--- src/rtl/uart_pkg.sv ---
`default_nettype none
// +--------------------------------------------------------------------+
// | Package  : uart_pkg                                                |
// | Purpose  : Shared constants for the UART peripheral: register word |
// |            offsets, STATUS/CTRL bit positions, FSM encodings.      |
// | Revision : 1.0  initial release                                    |
// +--------------------------------------------------------------------+
package uart_pkg;

   // Register word offsets (addr[3:2])
   localparam logic [1:0] UART_DATA = 2'd0;
   localparam logic [1:0] UART_STAT = 2'd1;
   localparam logic [1:0] UART_CTRL = 2'd2;
   localparam logic [1:0] UART_DIV  = 2'd3;

   // STATUS bit indices
   localparam int C_ST_TX_BUSY   = 0;
   localparam int C_ST_TX_EMPTY  = 1;
   localparam int C_ST_TX_FULL   = 2;
   localparam int C_ST_RX_NEMPTY = 3;
   localparam int C_ST_RX_FULL   = 4;
   localparam int C_ST_RX_OVF    = 5;

   // CTRL bit indices
   localparam int C_CTRL_EN    = 0;
   localparam int C_CTRL_RX_IE = 1;
   localparam int C_CTRL_TX_IE = 2;

   // Serial FSM encodings, shared by TX and RX
   localparam logic [1:0] S_IDLE  = 2'd0;
   localparam logic [1:0] S_START = 2'd1;
   localparam logic [1:0] S_DATA  = 2'd2;
   localparam logic [1:0] S_STOP  = 2'd3;

endpackage
`default_nettype wire

--- src/rtl/uart_fifo_periph_if.sv ---
`default_nettype none
// +--------------------------------------------------------------------+
// | Interface: uart_fifo_periph_if                                     |
// | Purpose  : CPU-side register bus of the UART peripheral.           |
// |   addr[1:0] word offset, we/re 1-cycle strobes, din write data,    |
// |   dout combinational read data, irq level interrupt.               |
// |   master = bridge side, slave = peripheral side.                   |
// | Revision : 1.0  initial release                                    |
// +--------------------------------------------------------------------+
interface uart_fifo_periph_if;
   logic [1:0]  addr;
   logic        we;
   logic        re;
   logic [31:0] din;
   logic [31:0] dout;
   logic        irq;

   modport master (output addr, output we, output re, output din,
                   input  dout, input  irq);
   modport slave  (input  addr, input  we, input  re, input  din,
                   output dout, output irq);
endinterface
`default_nettype wire

--- src/rtl/uart_sync_fifo.sv ---
`default_nettype none
// +--------------------------------------------------------------------+
// | Module   : uart_sync_fifo                                          |
// | Purpose  : Single-clock FIFO with show-ahead head output.          |
// |   i_push/i_wdata  write side; dropped when full unless popping     |
// |   i_pop           advance head; ignored when empty unless pushing  |
// |   o_rdata         current head (0 when empty)                      |
// |   o_full/o_empty/o_count  occupancy                                |
// | Revision : 1.0  initial release                                    |
// +--------------------------------------------------------------------+
module uart_sync_fifo #(
   parameter int WIDTH = 8,
   parameter int DEPTH = 16
) (
   input  wire logic                     clk,
   input  wire logic                     sys_rstn,
   input  wire logic                     i_push,
   input  wire logic                     i_pop,
   input  wire logic [WIDTH-1:0]         i_wdata,
   output logic      [WIDTH-1:0]         o_rdata,
   output logic                          o_full,
   output logic                          o_empty,
   output logic      [$clog2(DEPTH):0]   o_count
);
   localparam int AW = $clog2(DEPTH);

   logic [WIDTH-1:0] r_mem [DEPTH];
   logic [AW-1:0]    r_wr_ptr;
   logic [AW-1:0]    r_rd_ptr;
   logic [AW:0]      r_count;
   logic             w_do_push;
   logic             w_do_pop;

   assign o_full  = (r_count == (AW+1)'(DEPTH));
   assign o_empty = (r_count == '0);
   assign o_count = r_count;
   assign o_rdata = o_empty ? '0 : r_mem[r_rd_ptr];

   // A simultaneous pop frees the slot a full push needs, and a
   // simultaneous push supplies the entry an empty pop consumes.
   assign w_do_push = i_push & (~o_full  | i_pop);
   assign w_do_pop  = i_pop  & (~o_empty | i_push);

   always_ff @(posedge clk) begin
      if (w_do_push) r_mem[r_wr_ptr] <= i_wdata;
   end

   always_ff @(posedge clk) begin
      if (!sys_rstn) begin
         r_wr_ptr <= '0;
         r_rd_ptr <= '0;
         r_count  <= '0;
      end else begin
         if (w_do_push) r_wr_ptr <= r_wr_ptr + AW'(1);
         if (w_do_pop)  r_rd_ptr <= r_rd_ptr + AW'(1);
         case ({w_do_push, w_do_pop})
            2'b10:   r_count <= r_count + (AW+1)'(1);
            2'b01:   r_count <= r_count - (AW+1)'(1);
            default: r_count <= r_count;
         endcase
      end
   end
endmodule
`default_nettype wire

--- src/rtl/uart_fifo_periph.sv ---
`default_nettype none
// +--------------------------------------------------------------------+
// | Module   : uart_fifo_periph                                        |
// | Purpose  : Memory-mapped 8N1 UART with TX/RX FIFOs, programmable   |
// |            baud divisor and maskable level IRQ.                    |
// |   clk, sys_rstn   clock, synchronous active-low reset              |
// |   bus (slave)     addr/we/re/din in, dout/irq out                  |
// |   uart_rxd        asynchronous serial input                        |
// |   uart_txd        serial output, idle high                         |
// | Revision : 1.0  initial release                                    |
// +--------------------------------------------------------------------+
module uart_fifo_periph
   import uart_pkg::*;
#(
   parameter int FIFO_DEPTH = 16,
   parameter int DIV_RESET  = 217,
   parameter int DIV_WIDTH  = 16
) (
   input  wire logic          clk,
   input  wire logic          sys_rstn,
   uart_fifo_periph_if.slave  bus,
   input  wire logic          uart_rxd,
   output logic               uart_txd
);
   localparam int CW = $clog2(FIFO_DEPTH) + 1;

   // Control / status registers
   logic                 r_en, r_rx_ie, r_tx_ie, r_rx_ovf, r_irq;
   logic [DIV_WIDTH-1:0] r_div;

   // Bus decode
   logic w_wr_data, w_wr_stat, w_wr_ctrl, w_wr_div, w_rx_pop;
   assign w_wr_data = bus.we & (bus.addr == UART_DATA);
   assign w_wr_stat = bus.we & (bus.addr == UART_STAT);
   assign w_wr_ctrl = bus.we & (bus.addr == UART_CTRL);
   assign w_wr_div  = bus.we & (bus.addr == UART_DIV);
   assign w_rx_pop  = bus.re & (bus.addr == UART_DATA);

   // FIFOs
   logic [7:0]    w_tx_rdata, w_rx_rdata;
   logic          w_tx_full, w_tx_empty, w_rx_full, w_rx_empty;
   logic [CW-1:0] w_tx_count, w_rx_count;
   logic          w_tx_load, w_rx_push;
   logic [7:0]    r_rx_shift;

   uart_sync_fifo #(.WIDTH(8), .DEPTH(FIFO_DEPTH)) u_tx_fifo (
      .clk(clk), .sys_rstn(sys_rstn),
      .i_push(w_wr_data), .i_pop(w_tx_load), .i_wdata(bus.din[7:0]),
      .o_rdata(w_tx_rdata), .o_full(w_tx_full), .o_empty(w_tx_empty),
      .o_count(w_tx_count));

   uart_sync_fifo #(.WIDTH(8), .DEPTH(FIFO_DEPTH)) u_rx_fifo (
      .clk(clk), .sys_rstn(sys_rstn),
      .i_push(w_rx_push), .i_pop(w_rx_pop), .i_wdata(r_rx_shift),
      .o_rdata(w_rx_rdata), .o_full(w_rx_full), .o_empty(w_rx_empty),
      .o_count(w_rx_count));

   // Bit-period reload values; a new DIV is picked up at the next reload
   logic [DIV_WIDTH-1:0] w_div_m1, w_div_half_m1, w_div_wr;
   assign w_div_m1      = r_div - DIV_WIDTH'(1);
   assign w_div_half_m1 = (r_div >> 1) - DIV_WIDTH'(1);
   assign w_div_wr      = bus.din[DIV_WIDTH-1:0];

   // ---------------- TX engine ----------------
   logic [1:0]           r_tx_state;
   logic [DIV_WIDTH-1:0] r_tx_cnt;
   logic [2:0]           r_tx_bit;
   logic [7:0]           r_tx_shift;
   logic                 w_tx_busy, w_tx_tick;

   assign w_tx_busy = (r_tx_state != S_IDLE);
   assign w_tx_tick = (r_tx_cnt == '0);
   // Load a new byte from IDLE, or from the end of STOP for gapless frames
   assign w_tx_load = r_en & ~w_tx_empty &
                      ((r_tx_state == S_IDLE) | ((r_tx_state == S_STOP) & w_tx_tick));
   assign uart_txd  = (r_tx_state == S_START) ? 1'b0 :
                      (r_tx_state == S_DATA)  ? r_tx_shift[0] : 1'b1;

   always_ff @(posedge clk) begin
      if (!sys_rstn) begin
         r_tx_state <= S_IDLE;
         r_tx_cnt   <= '0;
         r_tx_bit   <= '0;
         r_tx_shift <= '0;
      end else if (w_tx_load) begin
         r_tx_state <= S_START;
         r_tx_cnt   <= w_div_m1;
         r_tx_shift <= w_tx_rdata;
      end else if (w_tx_busy) begin
         if (!w_tx_tick) begin
            r_tx_cnt <= r_tx_cnt - DIV_WIDTH'(1);
         end else begin
            r_tx_cnt <= w_div_m1;
            case (r_tx_state)
               S_START: begin
                  r_tx_state <= S_DATA;
                  r_tx_bit   <= '0;
               end
               S_DATA: begin
                  if (r_tx_bit == 3'd7) begin
                     r_tx_state <= S_STOP;
                  end else begin
                     r_tx_bit   <= r_tx_bit + 3'd1;
                     r_tx_shift <= {1'b0, r_tx_shift[7:1]};
                  end
               end
               default: r_tx_state <= S_IDLE;
            endcase
         end
      end
   end

   // ---------------- RX engine ----------------
   logic                 r_rx_s1, r_rx_s2, r_rx_prev;
   logic [1:0]           r_rx_state;
   logic [DIV_WIDTH-1:0] r_rx_cnt;
   logic [2:0]           r_rx_bit;
   logic                 w_rx_tick;

   assign w_rx_tick = (r_rx_cnt == '0);
   // Byte is accepted only when the stop bit samples high
   assign w_rx_push = (r_rx_state == S_STOP) & w_rx_tick & r_rx_s2;

   always_ff @(posedge clk) begin
      if (!sys_rstn) begin
         r_rx_s1    <= 1'b1;
         r_rx_s2    <= 1'b1;
         r_rx_prev  <= 1'b1;
         r_rx_state <= S_IDLE;
         r_rx_cnt   <= '0;
         r_rx_bit   <= '0;
         r_rx_shift <= '0;
      end else begin
         r_rx_s1   <= uart_rxd;
         r_rx_s2   <= r_rx_s1;
         r_rx_prev <= r_rx_s2;
         if (r_rx_state == S_IDLE) begin
            if (r_en && r_rx_prev && !r_rx_s2) begin
               r_rx_state <= S_START;
               r_rx_cnt   <= w_div_half_m1;   // first sample mid start bit
            end
         end else if (!w_rx_tick) begin
            r_rx_cnt <= r_rx_cnt - DIV_WIDTH'(1);
         end else begin
            r_rx_cnt <= w_div_m1;
            case (r_rx_state)
               S_START: begin
                  r_rx_state <= r_rx_s2 ? S_IDLE : S_DATA;
                  r_rx_bit   <= '0;
               end
               S_DATA: begin
                  r_rx_shift <= {r_rx_s2, r_rx_shift[7:1]};
                  if (r_rx_bit == 3'd7) r_rx_state <= S_STOP;
                  else                  r_rx_bit   <= r_rx_bit + 3'd1;
               end
               default: r_rx_state <= S_IDLE;
            endcase
         end
      end
   end

   // ---------------- Registers and IRQ ----------------
   always_ff @(posedge clk) begin
      if (!sys_rstn) begin
         r_en     <= 1'b0;
         r_rx_ie  <= 1'b0;
         r_tx_ie  <= 1'b0;
         r_div    <= DIV_WIDTH'(DIV_RESET);
         r_rx_ovf <= 1'b0;
         r_irq    <= 1'b0;
      end else begin
         if (w_wr_ctrl) begin
            r_en    <= bus.din[C_CTRL_EN];
            r_rx_ie <= bus.din[C_CTRL_RX_IE];
            r_tx_ie <= bus.din[C_CTRL_TX_IE];
         end
         if (w_wr_div)
            r_div <= (w_div_wr < DIV_WIDTH'(4)) ? DIV_WIDTH'(4) : w_div_wr;
         // A push into a full RX FIFO is lost unless the CPU pops that cycle
         if (w_rx_push && w_rx_full && !w_rx_pop) r_rx_ovf <= 1'b1;
         else if (w_wr_stat)                      r_rx_ovf <= 1'b0;
         r_irq <= (r_rx_ie & ~w_rx_empty) | (r_tx_ie & w_tx_empty & ~w_tx_busy) | r_rx_ovf;
      end
   end

   assign bus.irq = r_irq;

   always_comb begin
      bus.dout = '0;
      case (bus.addr)
         UART_DATA: bus.dout = {24'b0, w_rx_rdata};
         UART_STAT: bus.dout = {26'b0, r_rx_ovf, w_rx_full, ~w_rx_empty,
                                w_tx_full, w_tx_empty, w_tx_busy};
         UART_CTRL: bus.dout = {29'b0, r_tx_ie, r_rx_ie, r_en};
         default:   bus.dout = 32'(r_div);
      endcase
   end
endmodule
`default_nettype wire

--- src/flat_wrapper.sv ---
// flat-port wrapper written by rule: the top's interface ports become plain ports
module uart_fifo_periph_flat import uart_pkg::*;
#(
   parameter int FIFO_DEPTH = 16,
   parameter int DIV_RESET  = 217,
   parameter int DIV_WIDTH  = 16
)
  (clk, sys_rstn, uart_rxd, uart_txd, bus_addr, bus_we, bus_re, bus_din, bus_dout, bus_irq);
  uart_fifo_periph_if bus_i ();
  input  wire logic clk;
  input  wire logic sys_rstn;
  input  wire logic uart_rxd;
  output logic uart_txd;
  input wire logic [$bits(bus_i.addr)-1:0] bus_addr;
  input wire logic [$bits(bus_i.we)-1:0] bus_we;
  input wire logic [$bits(bus_i.re)-1:0] bus_re;
  input wire logic [$bits(bus_i.din)-1:0] bus_din;
  output wire logic [$bits(bus_i.dout)-1:0] bus_dout;
  output wire logic [$bits(bus_i.irq)-1:0] bus_irq;
  assign bus_i.addr = bus_addr;
  assign bus_i.we = bus_we;
  assign bus_i.re = bus_re;
  assign bus_i.din = bus_din;
  assign bus_dout = bus_i.dout;
  assign bus_irq = bus_i.irq;
  uart_fifo_periph #(.FIFO_DEPTH(FIFO_DEPTH), .DIV_RESET(DIV_RESET), .DIV_WIDTH(DIV_WIDTH)) u_core (.clk(clk), .sys_rstn(sys_rstn), .bus(bus_i), .uart_rxd(uart_rxd), .uart_txd(uart_txd));
endmodule
--- config.mk ---
export PLATFORM = sky130hd
export DESIGN_NAME = uart_fifo_periph_flat
export DESIGN_NICKNAME = d
export VERILOG_FILES = /design/src/rtl/uart_pkg.sv /design/src/rtl/uart_fifo_periph_if.sv /design/src/rtl/uart_sync_fifo.sv /design/src/rtl/uart_fifo_periph.sv /design/src/flat_wrapper.sv
export SDC_FILE = /design/constraint.sdc
export NUM_CORES = 1
export LEC_CHECK = 0
export CORE_MARGIN = 2
export CORE_UTILIZATION = 43
export CTS_CLUSTER_SIZE = 12
export DETAILED_ROUTE_END_ITERATION = 6
export SLEW_MARGIN = 30
export SYNTH_ARGS = -nofsm -noshare
export SYNTH_HDL_FRONTEND = slang
export SYNTH_SLANG_ARGS = --single-unit
--- constraint.sdc ---
create_clock -name clk -period 9.55 [get_ports clk]
set_input_delay 1.4325 -clock clk [delete_from_list [all_inputs] [get_ports clk]]
set_output_delay 1.4325 -clock clk [all_outputs]
set_load 0.005 [all_outputs]
== Word level (Yosys, flattened, before mapping) ==
Memory sizes are Yosys's and may differ from the RTL's. A register that Yosys moved wholly into a read port is not among the register bits.
Index checks and enable logic that the tools add are counted.

* Bits in registers: 108
* Memory bits (writable): 256
* Word-level logic and storage cells: 172
* Memories: 2

* Add/sub/neg operators: 14
* $lt $le $gt $ge: 1
* Equality and inequality tests: 24
* Mux-type cells: 44
* Bitwise gates (word level): 32
* Reduce and logical (&&, ||, !) cells: 31

{| class="wikitable"
|+ Memory list
! memory !! words !! bits a word !! rd ports !! clocked after Yosys merged registers in !! write ports !! RTL line !! source
|-
| u_core.u_rx_fifo.r_mem || 16 || 8 || 1 || 1 || 1 || uart_sync_fifo.sv:27 || <nowiki>logic [WIDTH-1:0] r_mem [DEPTH];</nowiki>
|-
| u_core.u_tx_fifo.r_mem || 16 || 8 || 1 || 1 || 1 || uart_sync_fifo.sv:27 ||
|}

{| class="wikitable"
|+ Operator list
! kind !! number
|-
| 16-bit 2-to-1 mux || 7
|-
| 8-bit 2-to-1 mux || 7
|-
| 16-bit one-hot mux with 3 select lines || 1
|-
| 16-bit by 1-bit subtractor with 16-bit output, second input constant || 3
|-
| 16-bit logical NOT || 2
|-
| 5-bit one-hot mux with 2 select lines || 2
|-
| 2-bit nonzero test || 10
|-
| 1-bit bitwise AND || 17
|-
| 4-bit by 1-bit adder with 4-bit output, second input constant || 4
|-
| 2-bit equality test, second input constant || 8
|-
| 16-bit by 3-bit less-than comparator with 1-bit output, second input constant || 1
|-
| 4-bit 2-to-1 mux || 4
|-
| 15-bit by 1-bit subtractor with 16-bit output, second input constant || 1
|-
| 2-bit 2-to-1 mux || 6
|-
| 3-bit one-hot mux with 2 select lines || 2
|-
| 3-bit AND reduction || 4
|-
| 1-bit 2-to-1 mux || 11
|-
| 5-bit by 1-bit adder with 5-bit output, second input constant || 2
|-
| 2-bit by 1-bit equality test with 1-bit output, second input constant || 5
|-
| 5-bit equality test, second input constant || 2
|-
| 5-bit logical NOT || 2
|-
| 2-bit inequality test, second input constant || 5
|-
| 5-bit by 1-bit subtractor with 5-bit output, second input constant || 2
|-
| 1-bit inverter || 8
|-
| 13 further kinds || 30
|}

== Longest topological paths before layout ==
Gate-level depths: netlist of run 1.

* Depth in word-level cells: 8
* Gate-level depth with buffers: 18

== Modules after synthesis ==
From an unflattened synthesis of run 1, not the netlist that was laid out.

* Cells, all modules: 1344
* Area, all modules: 17256.6 um2

{| class="wikitable"
|+ By module, submodules not included
! module !! instances !! cells an instance !! area an instance (um2)
|-
| uart_sync_fifo at u_core.u_rx_fifo || 1 || 324 || 5919.4
|-
| uart_sync_fifo at u_core.u_tx_fifo || 1 || 323 || 5914.4
|-
| uart_fifo_periph || 1 || 697 || 5422.7
|}

== Worst setup path before layout of run 1 ==
Ideal clock, no wire load.

* Kind: input to register
* From: input bus_addr[0]
* To: register u_core.u_rx_fifo.r_count[4] (netlist: u_core.u_rx_fifo.o_count[4])
* Library setup time: 70 ps
* Arrival: 4129 ps
* Required time: 9480 ps
* Slack: 5351 ps
* Cell stages on the path: 13
* Path buffers: 2
* Cell sequence: clkbuf_1 or3b_2 nand3_1 and4_1 buf_2 inv_1 ha_1 fa_1 a21o_1 a21oi_1 xor2_1 or3_1 a21oi_1

* Word-level cells in the longest chain between the ends: 6
* Elaborated cells on any way between the ends: 9

{| class="wikitable"
|+ Ends and longest elaborated chain
! element !! RTL line !! source
|-
| from (decl) || flat_wrapper.sv:14 || <nowiki>input wire logic [$bits(bus_i.addr)-1:0] bus_addr;</nowiki>
|-
| 2-bit logical NOT (*) || uart_fifo_periph.sv:37 || <nowiki>assign w_rx_pop = bus.re & (bus.addr == UART_DATA);</nowiki>
|-
| 1-bit bitwise AND (*) || uart_fifo_periph.sv:37 ||
|-
| 1-bit bitwise OR || uart_sync_fifo.sv:41 || <nowiki>assign w_do_push = i_push & (~o_full | i_pop);</nowiki>
|-
| 1-bit bitwise AND || uart_sync_fifo.sv:41 ||
|-
| 2-bit by 1-bit equality test with 1-bit output or 2-bit equality test (tied branches) || uart_sync_fifo.sv:56 || <nowiki>case ({w_do_push, w_do_pop})</nowiki>
|-
| 5-bit one-hot mux with 2 select lines or 2-bit nonzero test (tied branches) || n/a ||
|-
| to (signal assigned) || uart_sync_fifo.sv:57 || <nowiki>2'b10: r_count <= r_count + (AW+1)'(1);</nowiki>
|-
| to (signal assigned) || uart_sync_fifo.sv:58 || <nowiki>2'b01: r_count <= r_count - (AW+1)'(1);</nowiki>
|-
| to (signal assigned) || uart_sync_fifo.sv:59 || <nowiki>default: r_count <= r_count;</nowiki>
|-
| to (decl) || uart_sync_fifo.sv:30 || <nowiki>logic [AW:0] r_count;</nowiki>
|}

Every way passes the cells marked *; elsewhere a longest branch is shown, timed or not.
A chain may end at the register's enable or synchronous reset.

== Worst setup path in the final report of run 1 ==
* From: input bus_addr[0]
* To: output bus_dout[0]

* Word-level cells in the longest chain between the ends: 2
* Elaborated cells on any way between the ends: 4

{| class="wikitable"
|+ Ends and longest elaborated chain
! element !! RTL line !! source
|-
| 2-bit equality test, or another cell as far along || uart_fifo_periph.sv:190 || <nowiki>case (bus.addr)</nowiki>
|-
| 16-bit one-hot mux with 3 select lines (*) || uart_fifo_periph.sv:190 ||
|-
| to (decl) || flat_wrapper.sv:18 || <nowiki>output wire logic [$bits(bus_i.dout)-1:0] bus_dout;</nowiki>
|}

Marks and branches as above.

==> results of run 1 <==
==> cell families after synthesis <==
logic type / Yosys count
XOR/XNOR: 47
AND/OR/NAND/NOR: 384
flip-flops: 372
AO/OA/AOI/OAI: 212
buffers and inverters: 123
multiplexers: 114
adder cells (fa/ha/maj): 36
other: 1
==> cells in the mapped netlist (12+ instances only) <==
master	n
o21ai_0	38
nand2_1	109
buf_4	16
nor2b_1	14
and3_1	23
o22ai_1	15
clkbuf_1	53
edfxtp_1	256
mux2i_1	46
nand3_1	45
dfxtp_1	116
nand2b_1	17
xnor2_1	32
nor4_1	12
a21oi_1	64
xor2_1	15
nand4_1	15
inv_1	28
nor2_1	75
ha_1	35
nor3_1	16
mux4_2	64
==> per-stage QoR <==
stage	hold slack, ns	std cells
finish	0.405	1864
detailed placement	0.396	1792
global placement	0.388	1792
floorplan	0.386	1304
CTS	0.410	1863
global route	0.439	1863
==> where the power goes <==
| group | leakage (nW) | internal, W | switching, W |
|---|---|---|---|
| registers | 3.28 | 0.00172 | 0.0000116 |
| clock network | 0.583 | 0.000828 | 0.000633 |
| logic | 2.47 | 0.0000508 | 0.0000868 |
==> metal layers <==
layer / global-route usage [%] / part of all wire (%)
met5: 0 / 0
met4: 4.67 / 1.6
met1: 26.3 / 45
met3: 2.95 / 4.5
met2: 31.5 / 48
==> state kept, by name, indices dropped and copies added, names as in the netlist, 2 cells and up, named ones only <==
register,flops
u_core.u_tx_fifo.r_wr_ptr,4
u_core.u_rx_fifo.r_mem,128
u_core.u_rx_fifo.r_wr_ptr,4
u_core.u_tx_fifo.r_mem,128
u_core.r_tx_bit,3
u_core.u_rx_fifo.o_count,5
u_core.r_tx_cnt,16
u_core.u_rx_fifo.r_rd_ptr,4
u_core.r_div,16
u_core.u_tx_fifo.r_rd_ptr,4
u_core.r_rx_bit,3
u_core.r_rx_state,2
u_core.r_tx_state,2
u_core.r_tx_shift,8
u_core.r_rx_shift,8
u_core.r_rx_cnt,16
u_core.u_tx_fifo.o_count,5
==> cell type report <==
class	instances	area share (%)
clock inverters	8	0.649
multi-input cells	809	33.5
inverters	30	0.596
diodes	1	0.0132
repair buffers	63	3.01
clock buffers	63	5.81
flip-flops and latches	372	53.0
well taps	518	3.43
==> critical path, cell delays in order <==
cell and delay [ns]:
clkdlybuf4s50_1 0.39, buf_4 0.23, nor3_1 0.61, a21oi_1 0.16
a31oi_1 0.29, clkdlybuf4s50_1 0.56
==> path summary, 6_finish.rpt <==
path / to / slack [ns] / cells after the start
worst min register to register: u_core.r_rx_s2 / 0.41 / 1
worst max-delay path: bus_dout[0] / 4.42 / 6
worst max register to register: u_core.u_tx_fifo.o_count[4] / 4.65 / 16
worst min-delay path: u_core.r_rx_s2 / 0.41 / 1
==> flow_summary.yaml, run 1 <==
run_status:
  status: "complete, no violations"
power_and_ir_drop:
  powerDensity_nw_per_um2: 176
  finalPower_w: 0.00333
  irDropWorstVdd_mv: 0.123
  leakage_nw: 6.33
floorplan:
  die_height_um: 202
  die_w_um: 202
  pin_count: 73
  start_util_pct: 43.5
  core_um2: 38600
  row_count: 72
  dieArea_um2: 40700
place:
  dp_hpwl_um: 25200
  gp_congestion: 0.852
  pre_cts_slack_ns: 4.39
  postPlaceCellArea_um2: 17600
  io_buffers: 40
clocking:
  clkLatencyLatePin_ns: 0.56
  post_cts_hold_buffer_count: 0
  h-tree-depth: 2
  cts_tree: "done"
  cts_setup_buffers: 0
  clk_pin_slew_ns: 0.06
  post_cts_resized: 0
  cts.sinks: 372
  cts_root_buffer: "clkbuf_16"
  cts.path.max_buffers: 3
  numCtsBuffers: 40
drt:
  avgViaCountPerCell: 5.61
  vias: 10463
  drc: 0
  routed_wirelength_um: 38000
  wl_per_cell_um: 20.4
  drtAntennaViolNets: 0
  drtPass1Iterations: 5
  drt_iter0_drc: 756
synthesis:
  synth-xor-area-share_pct: 2.45
  synthAdderAreaFrac_pct: 2.73
  synth_top_area_share_pct: 45.7
  netlist_instances: 1289
  syn_area_um2: 16800
  synthTopCellsByArea: "edfxtp_1 46%, dfxtp_1 14%, mux4_2 8.6%"
  yosysSeqAreaShare_pct: 59.6
  ys_warn_count: 0
  synth_cell_types: 76
  ys_ff_latch: 372
  avgSynthCellArea_um2: 13.0
  synth_enable_flop_cells: 256
  synth_top_family_by_area: "simple AND/OR/NAND/NOR gates"
  synth_top_cell_by_area: "edfxtp_1"
  yosys-mux-area-fraction_pct: 11.6
  synth-compound-area-share_pct: 8.54
  postSynth.asyncResetShare_pct: 0
  ys.flop_type: "edfxtp_1"
  yosys.area_share.simple_pct: 11.8
timing:
  setup_tns_ns: 0
  post-route-period-util_pct: 53.7
  max-slew-margin-rel_pct: 37.4
  setup_viol: 0
  skew_ns: 0.0283
  slew_viol_final: 0
  hold_viol: 0
  grt_setup_unrepaired: "no"
  max_freq_mhz: 195
  worst_pin_slew_ns: 0.935
  period_needed_ns: 5.13
  finalWorstSetupSlack_ns: 4.42
grt:
  grt_pass1_vias: 10378
  antenna_found_initial: 0
  track_usage_pct: 19.0
  grt_max_degree: 59
  grt_overflow: 0
  grt_pass1_wl_um: 59900
layout:
  layout_commonest_cell: "edfxtp_1"
  area_growth_pct: 12.4
  final_cell_mix: "256 x edfxtp_1, 113 x dfxtp_1, 109 x nand2_1, 73 x nor2_1"
  layout.area.seq_um2: 10000
  multi_input_area_um2: 6320
  final_core_util_pct: 48.9
  finish.net_count: 1391
  finalInstanceArea_um2: 18900
  fill_cells: 3341
  drive_gt1_share_pct: 12.9
worst_setup_path:
  crit_arrival_ns: 3.70
  startpoint: "bus_addr[0]"
  crit_path_end_kind: "output pin"
  timing_worst_setup_path_type: "input port to output pin"
  cp_max_fo: 29
  cp.required_ns: 8.12
  r2r-start: "u_core.r_tx_cnt[0]"
  cp-start-kind: "input port"
flow_run:
  cap_violations: 0
hold_path:
  min_path_type: "flop to flop"
  hold_start: "u_core.r_rx_s1"
(Power assumes the default switching activity.)
==> run 2, diff against run 1 <==
==> constraint.sdc (replaced) <==
create_clock -name clk -period 4.6 [get_ports clk]
set_input_delay 0.69 -clock clk [delete_from_list [all_inputs] [get_ports clk]]
set_output_delay 0.69 -clock clk [all_outputs]
set_load 0.005 [all_outputs]
==> flow_summary.yaml, run 2 (synthesized netlist as in run 1, its figures left out) <==
run_status:
  status: "finished with violations"
  violations: "DRC"
layout:
  drive_gt1_share_pct: 14.1
  biggestRegsByFlops: "u_core.u_rx_fifo.r_mem: 128 flops, u_core.u_tx_fifo.r_mem: 128 flops"
  finish.net_count: 1412
  area_growth_pct: 13.5
  fill_cells: 3419
  layout_commonest_cell: "edfxtp_1"
  layout.area.seq_um2: 10000
  final_core_util_pct: 49.4
  multi_input_area_um2: 6310
  finalInstanceArea_um2: 19100
  final_cell_mix: "256 x edfxtp_1, 113 x dfxtp_1, 109 x nand2_1, 75 x nor2_1"
place:
  dp_hpwl_um: 25700
  io_buffers: 40
  gp_congestion: 0.843
  pre_cts_slack_ns: 0.689
  postPlaceCellArea_um2: 17800
timing:
  setup_viol: 0
  max_freq_mhz: 261
  slew_viol_final: 0
  finalWorstSetupSlack_ns: 0.774
  setup_tns_ns: 0
  hold_viol: 0
  post-route-period-util_pct: 83.2
  max-slew-margin-rel_pct: 26.0
  grt_setup_unrepaired: "no"
  skew_ns: 0.0293
  worst_pin_slew_ns: 1.10
  period_needed_ns: 3.83
grt:
  grt_pass1_vias: 10547
  grt_overflow: 0
  track_usage_pct: 19.6
  grt_max_degree: 43
  antenna_found_initial: 1
  grt_pass1_wl_um: 60900
clocking:
  clk_pin_slew_ns: 0.06
  clkLatencyLatePin_ns: 0.58
  numCtsBuffers: 41
  h-tree-depth: 2
  cts.sinks: 372
  post_cts_hold_buffer_count: 0
  cts_tree: "done"
  cts.path.max_buffers: 3
  post_cts_resized: 0
  cts_root_buffer: "clkbuf_16"
  cts_setup_buffers: 0
worst_setup_path:
  setup.worst_path.end: "bus_dout[3]"
  reg2reg_setup_slack_ns: 0.78
  cp-start-kind: "flop"
  crit_arrival_ns: 3.14
  crit_path_end_kind: "output pin"
  r2r_end: "u_core.u_tx_fifo.o_count[4]"
  cp.required_ns: 3.91
  worst_r2r_path_depth: 14
  cp_max_fo: 14
  r2r-start: "u_core.u_tx_fifo.o_count[2]"
  timing_worst_setup_path_type: "flop to output pin"
drt:
  wl_per_cell_um: 20.8
  drc: 2
  drt_iter0_drc: 887
  top_layer_used: "met4"
  wl_met1_um: 17300
  wl_met2_um: 18600
  routed_wirelength_um: 39200
  drtAntennaViolNets: 0
  wl_met3_um: 2060
  vias: 10643
  avgViaCountPerCell: 5.65
  drtPass1Iterations: 7
power_and_ir_drop:
  leakage_nw: 6.47
  irDropWorstVdd_mv: 0.219
  powerDensity_nw_per_um2: 367
  finalPower_w: 0.00701
floorplan:
  core_um2: 38600
  pin_count: 73
  row_count: 72
  die_w_um: 202
  start_util_pct: 43.5
  dieArea_um2: 40700
  die_height_um: 202
hold_path:
  min_path_type: "flop to flop"
flow_run:
  cap_violations: 0
[run 2: worst min-delay path by stage]
stage,startpoint,endpoint,slack (ns),cells past startpoint
floorplan,u_core.r_rx_s1,u_core.r_rx_s2,0.39,1
global placement,u_core.r_rx_s1,u_core.r_rx_s2,0.39,1
detailed placement,u_core.r_rx_s1,u_core.r_rx_s2,0.40,1
CTS,sys_rstn,u_core.r_rx_s2,0.39,2
global route,sys_rstn,u_core.r_rx_s2,0.41,2
finish,u_core.r_rx_s1,u_core.r_rx_s2,0.41,1
[run 2: per-stage QoR]
step | std cells | hold WS [ns]
6_report | 1884 | 0.414
5_1_grt | 1884 | 0.412
4_1_cts | 1883 | 0.387
3_5_place_dp | 1812 | 0.402
3_3_place_gp | 1812 | 0.391
2_1_floorplan | 1304 | 0.386
[run 2: power breakdown]
group	total, W	switching [W]	internal [W]
Clock	0.00312	0.00134	0.00178
Combinational	0.000294	0.000185	0.000109
Sequential	0.00359	0.0000252	0.00357
[run 2: layout make-up]
type                       instances  share of cell area (%)
inverter                          30                   0.590
antenna                            1                  0.0131
timing repair buffer              83                    3.83
clock buffer                      53                    5.67
clock inverter                    18                   0.958
sequential                       372                    52.5
tap                              518                    3.40
multi-input combinational        809                    33.1
[run 2: layer usage]
metal / vias up / GRT usage [%]
met5: - / 0
met4: 0 / 7.77
met3: 73 / 3.56
met2: 259 / 31.5
met1: 5327 / 26.5
li1: 4984 / -
[run 2: critical path, stage by stage (launching register included)]
cell	delay, ns
dfxtp_1	0.84
mux4_2	0.40
nor2b_1	0.14
a211oi_1	0.28
a21oi_1	0.13
a22o_1	0.29
clkdlybuf4s50_1	0.47
==> run 3, diff against run 2 <==
==> constraint.sdc (replaced) <==
create_clock -name clk -period 4 [get_ports clk]
set_input_delay 0.6 -clock clk [delete_from_list [all_inputs] [get_ports clk]]
set_output_delay 0.6 -clock clk [all_outputs]
set_load 0.005 [all_outputs]
==> flow_summary.yaml, run 3 (synthesized netlist as in run 1, its figures left out) <==
layout:
  area_growth_pct: 14.6
  finish.net_count: 1423
  layout.area.seq_um2: 10000
  drive_gt1_share_pct: 15.3
  finalInstanceArea_um2: 19300
  biggestRegsByFlops: "u_core.u_rx_fifo.r_mem: 128 flops, u_core.u_tx_fifo.r_mem: 128 flops"
  fill_cells: 3353
  layout_commonest_cell: "edfxtp_1"
  multi_input_area_um2: 6320
  diodes: 0
  final_cell_mix: "256 x edfxtp_1, 114 x dfxtp_1, 109 x nand2_1, 75 x nor2_1"
drt:
  avgViaCountPerCell: 5.62
  wl_per_cell_um: 20.7
  drt_iter0_drc: 846
  drc: 0
  drtPass1Iterations: 7
  vias: 10654
  drtAntennaViolNets: 0
  routed_wirelength_um: 39300
timing:
  period_needed_ns: 3.84
  whs_ns: 0.324
  grt_setup_unrepaired: "no"
  hold_viol: 0
  setup_viol: 0
  post-route-period-util_pct: 95.9
  max_freq_mhz: 261
  skew_ns: 0.0156
  slew_viol_final: 0
  setup_tns_ns: 0
  worst_pin_slew_ns: 0.872
  max-slew-margin-rel_pct: 41.7
clocking:
  cts_setup_buffers: 0
  cts.path.max_buffers: 3
  clk_pin_slew_ns: 0.06
  post_cts_hold_buffer_count: 0
  cts_tree: "done"
  clkLatencyLatePin_ns: 0.57
  numCtsBuffers: 41
  h-tree-depth: 2
  cts_root_buffer: "clkbuf_16"
  post_cts_resized: 0
  cts.sinks: 372
floorplan:
  row_count: 72
  die_height_um: 202
  dieArea_um2: 40700
  die_w_um: 202
  start_util_pct: 43.5
  core_um2: 38600
  pin_count: 73
hold_path:
  hold_start: "sys_rstn"
  min_delay_worst_endpoint: "u_core.r_rx_s1"
  min_path_type: "input port to flop"
  hold_depth: 2
power_and_ir_drop:
  powerDensity_nw_per_um2: 431
  leakage_nw: 6.57
  irDropWorstVdd_mv: 0.284
worst_setup_path:
  crit_arrival_ns: 3.24
  r2r_end: "u_core.u_tx_fifo.o_count[4]"
  r2r-start: "u_core.r_tx_cnt[11]"
  cp.required_ns: 3.40
  worst_r2r_path_depth: 14
  timing_worst_setup_path_type: "flop to output pin"
  reg2reg_setup_slack_ns: 0.44
  cp_max_fo: 18
  crit_path_end_kind: "output pin"
  cp-start-kind: "flop"
run_status:
  status: "complete, no violations"
place:
  gp_congestion: 0.862
  postPlaceCellArea_um2: 17900
  dp_hpwl_um: 26500
  io_buffers: 40
grt:
  grt_pass1_vias: 10698
  antenna_found_initial: 0
  grt_max_degree: 45
  grt_pass1_wl_um: 61700
  grt_overflow: 0
  track_usage_pct: 19.7
flow_run:
  cap_violations: 0
==> run 3: cell count changes in the layout (fill, tap and decap cells not counted), moves of 2 or more <==
cell       delta
buf_4        +11
bufinv_16     +2
clkbuf_1      +2
clkbuf_8      +3
clkinv_1      -5
inv_16        +2
nor4_1        -2
nor4_2        +2
==> run 3: layout make-up <==
cell class | count | area share [%]
sequential | 372 | 52.0
multi-input combinational | 809 | 32.8
clock buffer | 58 | 5.87
timing repair buffer | 94 | 4.22
tap | 518 | 3.37
clock inverter | 16 | 1.17
inverter | 30 | 0.585
==> run 3: worst max path at each step <==
| stage | cells after the start | to | slack (ns) |
|---|---|---|---|
| 2_1_floorplan | 18 | u_core.u_tx_fifo.o_count[4] | 0.41 |
| 4_1_cts | 6 | bus_dout[7] | 0.16 |
| 5_1_grt | 6 | bus_dout[7] | 0.02 |
| 3_3_place_gp | 12 | u_core.u_rx_fifo.o_count[4] | 0.19 |
| 3_5_place_dp | 12 | u_core.u_rx_fifo.o_count[4] | 0.17 |
| 6_report | 6 | bus_dout[7] | 0.16 |
==> run 3: through the flow <==
step | instances | total power [W] | utilization [%] | worst slack [ns]
after CTS | 1897 | 0.00838 | 49.8 | 0.157
after global placement | 1822 | 0.00455 | 46.3 | 0.194
after global routing | 1897 | 0.00856 | 49.8 | 0.0226
after floorplan | 1304 | 0.00442 | - | 0.407
final | 1897 | 0.00830 | 49.8 | 0.165
after detailed placement | 1823 | 0.00455 | 46.3 | 0.166
==> run 3: critical path: stages (launching register included) <==
cell	delay (ns)
dfxtp_1	0.88
buf_4	0.29
mux4_2	0.30
mux2i_1	0.31
a21oi_1	0.16
a32o_1	0.27
clkdlybuf4s50_1	0.45
==> run 3: report_power, final <==
group,internal [W],switching [W],total (W),leakage [nW]
combinational,0.000127,0.000213,0.000340,2.64
clock,0.00225,0.00158,0.00383,0.662
sequential,0.00410,0.0000290,0.00413,3.28
==> run 3: layer usage <==
metal | part of all wire [%] | GRT usage (%)
met5 | 0 | 0
met3 | 4.8 | 3.50
met4 | 2.3 | 5.70
met2 | 48 | 32.6
met1 | 45 | 26.6
